$ cat src/rtl/mul_pkg.sv
`default_nettype none
// +------------------------------------------------------------------+
// | mul_pkg : shared types and constants for the multiplier datapath |
// | Rev 1.0                                                          |
// +------------------------------------------------------------------+
package mul_pkg;

  localparam int unsigned W_DEFAULT = 8;

  // Encodings for the R1 source select; R2's mux has the opposite sense
  localparam logic SEL_A = 1'b0;
  localparam logic SEL_B = 1'b1;

  typedef struct packed {
    logic l_r1;
    logic l_r2;
    logic l_r3;
    logic l_r4;
    logic r_r3;
    logic dec_r1;
    logic sel_r1;
    logic sel_r2;
    logic s_r;
    logic r_r;
  } ctrl_t;

endpackage
`default_nettype wire

$ cat src/rtl/mul_dp_ctrl_chk.sv
`default_nettype none
// +------------------------------------------------------------------+
// | mul_dp_ctrl_chk : flags illegal CU strobe combinations (1 cycle) |
// | Rev 1.0                                                          |
// +------------------------------------------------------------------+
module mul_dp_ctrl_chk
  import mul_pkg::*;
(
  input  ctrl_t ctrl,
  input  logic  r1_zero,
  output logic  err_pulse
);

  always_comb begin
    err_pulse = (ctrl.s_r & ctrl.r_r)
              | (ctrl.l_r1 & ctrl.dec_r1)
              | (ctrl.dec_r1 & r1_zero)
              | (ctrl.r_r3 & ctrl.l_r3);
  end

  logic unused_ctrl;
  assign unused_ctrl = ^{ctrl.l_r2, ctrl.l_r4, ctrl.sel_r1, ctrl.sel_r2};

endmodule
`default_nettype wire

$ cat src/rtl/mul_datapath.sv
`default_nettype none
// +------------------------------------------------------------------+
// | mul_datapath : repeated-addition multiplier datapath (CU slave)  |
// | Optional macro MUL_DP_OVF_EN enables sticky accumulator overflow |
// | Rev 1.0                                                          |
// +------------------------------------------------------------------+
module mul_datapath
  import mul_pkg::*;
#(
  parameter int unsigned W = W_DEFAULT
) (
  input  logic           clk,
  input  logic           rst,
  input  logic [W-1:0]   a_in,
  input  logic [W-1:0]   b_in,
  input  logic           L_R1,
  input  logic           L_R2,
  input  logic           L_R3,
  input  logic           L_R4,
  input  logic           R_R3,
  input  logic           Dec_R1,
  input  logic           Sel_R1,
  input  logic           Sel_R2,
  input  logic           S_R,
  input  logic           R_R,
  output logic           OR_R1,
  output logic           CMP_L_R1,
  output logic [2*W-1:0] result,
  output logic           ready,
  output logic           ctrl_err,
  output logic           ovf
);

  ctrl_t          ctrl;
  logic [W-1:0]   r1_q, r1_d;
  logic [W-1:0]   r2_q, r2_d;
  logic [2*W-1:0] r3_q, r3_d;
  logic [2*W-1:0] r4_q, r4_d;
  logic           ready_q, ready_d;
  logic           ctrl_err_q, ctrl_err_d;
  logic           r1_zero;
  logic           err_pulse;
  logic [2*W-1:0] acc_sum;

  assign ctrl = '{l_r1: L_R1, l_r2: L_R2, l_r3: L_R3, l_r4: L_R4, r_r3: R_R3,
                  dec_r1: Dec_R1, sel_r1: Sel_R1, sel_r2: Sel_R2, s_r: S_R, r_r: R_R};
  assign r1_zero = (r1_q == '0);

  mul_dp_ctrl_chk u_ctrl_chk (
    .ctrl      (ctrl),
    .r1_zero   (r1_zero),
    .err_pulse (err_pulse)
  );

`ifdef MUL_DP_OVF_EN
  logic [2*W:0] acc_wide;
  logic         ovf_q, ovf_d;
  assign acc_wide = {1'b0, r3_q} + {{(W+1){1'b0}}, r2_q};
  assign acc_sum  = acc_wide[2*W-1:0];

  // Clear wins over a same-cycle carry, matching R3's own priority
  always_comb begin
    ovf_d = ovf_q;
    if (ctrl.r_r3)
      ovf_d = 1'b0;
    else if (ctrl.l_r3 && acc_wide[2*W])
      ovf_d = 1'b1;
  end

  always_ff @(posedge clk) begin
    if (rst) ovf_q <= 1'b0;
    else     ovf_q <= ovf_d;
  end

  assign ovf = ovf_q;
`else
  assign acc_sum = r3_q + {{W{1'b0}}, r2_q};
  assign ovf     = 1'b0;
`endif

  always_comb begin
    r1_d = r1_q;
    if (ctrl.l_r1)
      r1_d = (ctrl.sel_r1 == SEL_B) ? b_in : a_in;
    else if (ctrl.dec_r1 && !r1_zero)
      r1_d = r1_q - W'(1);

    // R2's mux is wired the other way round: 0 picks b_in
    r2_d = r2_q;
    if (ctrl.l_r2)
      r2_d = (ctrl.sel_r2 == SEL_A) ? b_in : a_in;

    r3_d = r3_q;
    if (ctrl.r_r3)
      r3_d = '0;
    else if (ctrl.l_r3)
      r3_d = acc_sum;

    r4_d = ctrl.l_r4 ? r3_q : r4_q;

    ready_d = ready_q;
    if (ctrl.s_r && !ctrl.r_r)
      ready_d = 1'b1;
    else if (ctrl.r_r && !ctrl.s_r)
      ready_d = 1'b0;

    ctrl_err_d = ctrl_err_q | err_pulse;
  end

  always_ff @(posedge clk) begin
    if (rst) begin
      r1_q       <= '0;
      r2_q       <= '0;
      r3_q       <= '0;
      r4_q       <= '0;
      ready_q    <= 1'b0;
      ctrl_err_q <= 1'b0;
    end else begin
      r1_q       <= r1_d;
      r2_q       <= r2_d;
      r3_q       <= r3_d;
      r4_q       <= r4_d;
      ready_q    <= ready_d;
      ctrl_err_q <= ctrl_err_d;
    end
  end

  assign OR_R1    = |r1_q;
  assign CMP_L_R1 = (a_in < b_in);
  assign result   = r4_q;
  assign ready    = ready_q;
  assign ctrl_err = ctrl_err_q;

endmodule
`default_nettype wire

$ cat config.mk
export PLATFORM = sky130hd
export DESIGN_NAME = mul_datapath
export DESIGN_NICKNAME = d
export VERILOG_FILES = /design/src/rtl/mul_pkg.sv /design/src/rtl/mul_dp_ctrl_chk.sv /design/src/rtl/mul_datapath.sv
export SDC_FILE = /design/constraint.sdc
export NUM_CORES = 1
export LEC_CHECK = 0
export BUFFER_PORTS_ARGS = -buffer_cell sky130_fd_sc_hd__buf_2
export CAP_MARGIN = 20
export CORE_MARGIN = 2
export CORE_UTILIZATION = 28
export CTS_BUF_LIST = sky130_fd_sc_hd__clkbuf_2 sky130_fd_sc_hd__clkbuf_4 sky130_fd_sc_hd__clkbuf_8
export CTS_CLUSTER_DIAMETER = 100
export DETAILED_ROUTE_END_ITERATION = 10
export GPL_ROUTABILITY_DRIVEN = 0
export MAX_ROUTING_LAYER = met4
export SYNTH_ARGS = -nofsm -noshare
export SYNTH_HDL_FRONTEND = slang
export SYNTH_SLANG_ARGS = --single-unit
$ cat constraint.sdc
create_clock -name clk -period 2.9 [get_ports clk]
set_input_delay 0.87 -clock clk [delete_from_list [all_inputs] [get_ports clk]]
set_output_delay 0.87 -clock clk [all_outputs]
set_load 0.05 [all_outputs]
Word level (Yosys, flattened, before mapping):

Index checks and enable logic that the tools add are counted.
Widths: inputs -> output; s select.

* register bits: 50
* output and inout bits: 21
* word-level logic and storage cells: 34

* $add $sub $neg: 2
* order comparisons: 1
* muxes and demuxes: 6
* bitwise operators: 8
* reduce and logical (&&, ||, !) cells: 11

Operator list (count)
* $mux 8: 4
* $add 16x8->16: 1
* $logic_not 8->1: 1
* $lt 8x8->1: 1
* $reduce_or 8->1: 1
* $sub 8x1->8 const B: 1
* $and 1x1->1: 4
* $or 1x1->1: 4
* $reduce_bool 2->1: 2
* $logic_and 1x1->1: 3
* $logic_not 1->1: 3
* $mux 1: 2
* $reduce_or 2->1: 1

Depth between registers and ports, before layout:

* word-level depth: 5
* depth in mapped cells: 6

Hierarchy:

From an unflattened synthesis, not the netlist that was laid out.

* cells, all modules: 317
* area total of the unflattened synthesis: 2870.3 µm²

By module, submodules not included
* mul_datapath: times used 1, cells an instance 314, area each 2854.0 µm², sequential area each 1001.0 µm²
* mul_dp_ctrl_chk: times used 1, cells an instance 3, area each 16.3 µm², sequential area each 0.0 µm²

Worst setup path before layout:

OpenSTA, ideal clock, no wires.

* kind: in2out
* start: input port b_in[4]
* end: output port CMP_L_R1
* data arrival time: 2.376 ns
* data required time: 2.030 ns
* setup slack: -0.346 ns
* stages on the path: 6
* path buffers: 0
* cells stage by stage: inv_1 -> ha_1 -> a21o_1 -> a21oi_1 -> o31ai_1 -> a31oi_1

* longest elaborated chain between the ends: 1

RTL lines
* from (decl): line mul_datapath.sv:15 `input logic [W-1:0] b_in,`
* $lt 8x8->1: line mul_datapath.sv:129 `assign CMP_L_R1 = (a_in < b_in);`
* to (decl): line mul_datapath.sv:27 `output logic CMP_L_R1,`

No other way between the ends.

Final worst setup path:

* start: input port a_in[4]
* end: output port CMP_L_R1

* longest elaborated chain between the ends: 1

RTL lines
* from (decl): line mul_datapath.sv:14 `input logic [W-1:0] a_in,`
* $lt 8x8->1: line mul_datapath.sv:129

No other way between the ends.

==> results_dict.tcl <==
set metrics [dict create \
    grt_max_degree 23 \
    syn-instance-count 318 \
    switching_power_uw 435 \
    vdd_drop_max_uv 168 \
    switching_share_pct 30.1 \
    avgSynthCellArea_um2 9.04 \
    start_util_pct 29.1 \
    die-area_mm2 0.0111 \
    ys_seq_area_share_pct 34.8 \
    postRouteAntennaNets 0 \
    crit_fanout 2 \
    worstHoldPathType "reg -> reg" \
    die_width_um 105 \
    drc_errors 0 \
    grt_overflow 0 \
    syn2layout_area_growth_pct 20.2 \
    cts_hold_buf 0 \
    post_dp_cell_area_mm2 0.00333 \
    syn_area_mm2 0.00287 \
    first_global_vias 2352 \
    port_buffers 47 \
    slew_headroom_pct 49.5 \
    ys_types 53 \
    finalCritPeriodShare_pct 99.9 \
    ys_ff_latch 50 \
    num_rows 36 \
    cts_made_buffers 5 \
    finalClockSkew_ns 0.0129 \
    routed_wl_um 6590 \
    yosysWarnings 0 \
    viasPerCell 4.95 \
    path_clk_slew_ns 0.10 \
    worstPathRequired_ns 2.03 \
    h-tree-depth 2 \
    end_kind "output port" \
    slew_viol_final 0 \
    first_pass_iters 4 \
    final_util_pct 35.0 \
    hold_viol_final 0 \
    period_needed_ns 2.90 \
    slowest_stage "ha_4" \
    cellPowerDensity_mw_per_mm2 418 \
    internal-power_mw 1.01 \
    worstSetupPathType "in -> out" \
    startpoint_type "input pin" \
    final_area_mm2 0.00346 \
    run_status "complete, no violations" \
    clkPwrFrac_pct 27.7 \
    fp.dieH_um 105 \
    antenna_found_initial 0 \
    holdWs_ns 0.487 \
    grt_setup_unrepaired "true" \
    clk_path_buf_depth 2 \
    antenna_cells 0 \
    clock_sinks 50 \
    finalSetupTns_ns 0 \
    async_flop_share_pct 0 \
    synth-edff-count 0 \
    cp_cell_sequence "buf_2 -> ha_4 -> a21o_1 -> a21oi_2 -> o31ai_4 -> a31oi_4 -> buf_6" \
    grt.total_usage_pct 12.2 \
    crit_arrival_ns 2.03 \
    design.core.area_mm2 0.00986 \
    cellLeakagePower_nw 1.54 \
    max_cap_viol_count 0 \
    p_comb_share_pct 21.4 \
    setup_viol 0 \
    clock_latency_ns 0.31 \
    drive_gt1_share_pct 22.3 \
    root_buffer "clkbuf_8" \
    io_pins 49 \
    grt_pass1_wl_um 10900 \
    via_count 2480 \
    nets 416 \
    syn_nets 366 \
    max_freq_mhz 345 \
    cts_tree "done" \
    initialDrtViolationCount 47 \
    wire_per_inst_um 13.2 \
    p_seq_share_pct 50.9 \
    max_stage_delay_ns 0.24 \
    power.total_mw 1.44 \
    synth_flop_cell "dfxtp_1" \
    worst_pin_slew_ns 0.754 \
    dp_hpwl_um 5080 \
]
sequential cells by signal, summed over array words and instances (netlist names):
| signal | cells |
|---|---|
| r1_q | 8 |
| result | 16 |
| r2_q | 8 |
| r3_q | 16 |
| ctrl_err | 1 |
| ready | 1 |
layout make-up:
| type | count | area [um^2] |
|---|---|---|
| clock buffer | 5 | 68.8 |
| clock inverter | 2 | 13.8 |
| fill | 1023 | 6410 |
| inverter | 15 | 56.3 |
| multi-input combinational | 234 | 1790 |
| sequential | 50 | 1000 |
| tap | 133 | 166 |
| timing repair buffer | 62 | 360 |
per-stage QoR:
stage / std cells / worst slack (ns)
6_report: 501 / 0.00314
5_1_grt: 501 / -0.0161
4_1_cts: 501 / 0.00967
3_5_place_dp: 494 / -0.212
3_3_place_gp: 494 / -0.125
2_1_floorplan: 318 / 0.0572
worst max-delay path: cells and delay by family:
| kind | cells | cell delay, ns |
|---|---|---|
| AOI/OAI and AO/OA | 4 | 0.61 |
| buffers and inverters | 2 | 0.31 |
| adders and majority gates | 1 | 0.24 |
cell usage in the layout (no fill, tap or decap), types with 8 or more instances in the layout:
cell type	netlist	layout
a21o_1	9	9
inv_1	14	13
nand3_1	8	8
o21ai_0	11	11
a21oi_1	17	16
nor3_1	8	8
buf_4	1	15
mux2i_1	39	39
dfxtp_1	50	50
ha_1	19	18
nor2_1	31	31
a211oi_1	18	17
buf_2	2	45
nand2_1	14	14
Yosys cell counts (2+ instances only):
master / n / area share, %
o21a_1: 3 / 0.78
and3_1: 3 / 0.65
buf_2: 2 / 0.35
nor4b_1: 2 / 0.61
nand2b_1: 2 / 0.44
o31ai_1: 2 / 0.52
a211oi_1: 18 / 4.7
mux2i_1: 39 / 14
nand3_1: 8 / 1.4
clkbuf_1: 14 / 1.8
a21o_1: 9 / 2.4
a211o_1: 2 / 0.61
and4_1: 2 / 0.61
o21ai_0: 11 / 1.9
buf_1: 2 / 0.26
a21oi_1: 17 / 3.0
nand2_1: 14 / 1.8
inv_1: 14 / 1.8
a2111o_1: 5 / 2.0
nor2b_1: 3 / 0.65
nand3b_1: 2 / 0.52
nor2_1: 31 / 4.0
xnor2_1: 2 / 0.61
or3_1: 5 / 1.1
ha_1: 19 / 8.3
dfxtp_1: 50 / 35
nor3_1: 8 / 1.4
o211ai_1: 4 / 1.0
metal layers:
layer  vias up  GRT usage [%]  wire (um)
met3         5           2.29        212
met2        41           21.0       3280
li1       1275              -          -
met1      1159           14.8       3040
met4         0           2.95         60
met5         -              -          0
worst paths after layout:
check                               from  endpoint  slack (ns)  depth (start not counted)
worst max-delay path             a_in[4]  CMP_L_R1       0.003                          7
worst min-delay path            r3_q[15]  r3_q[15]        0.49                          2
worst max register to register   r2_q[5]   r3_q[8]        0.85                          5
worst min register to register  r3_q[15]  r3_q[15]        0.49                          2
power groups by stage:
stage               clock network (mW)  logic [mW]  registers, mW
global placement                     0       0.291          0.751
floorplan                            0       0.199          0.757
finish                           0.401       0.309          0.735
CTS                              0.412       0.310          0.736
global route                     0.442       0.341          0.740
detailed placement                   0       0.298          0.751
timing repair:
action	4_1_cts	5_1_grt
pin swaps	3	0
resized for setup	8	1
endpoints found under the setup margin	1	1
buffers inserted	0	0
logic make-up after synthesis:
family,synth area share [%]
AOI/OAI and AO/OA,22.0
and+or+nand+nor,14.9
xor gates and xnor gates,0.914
adders and majority gates,8.97
DFF,34.8
buffers and inverters,4.66
muxes,13.6
other,0.130
(Power assumes the default switching activity.)
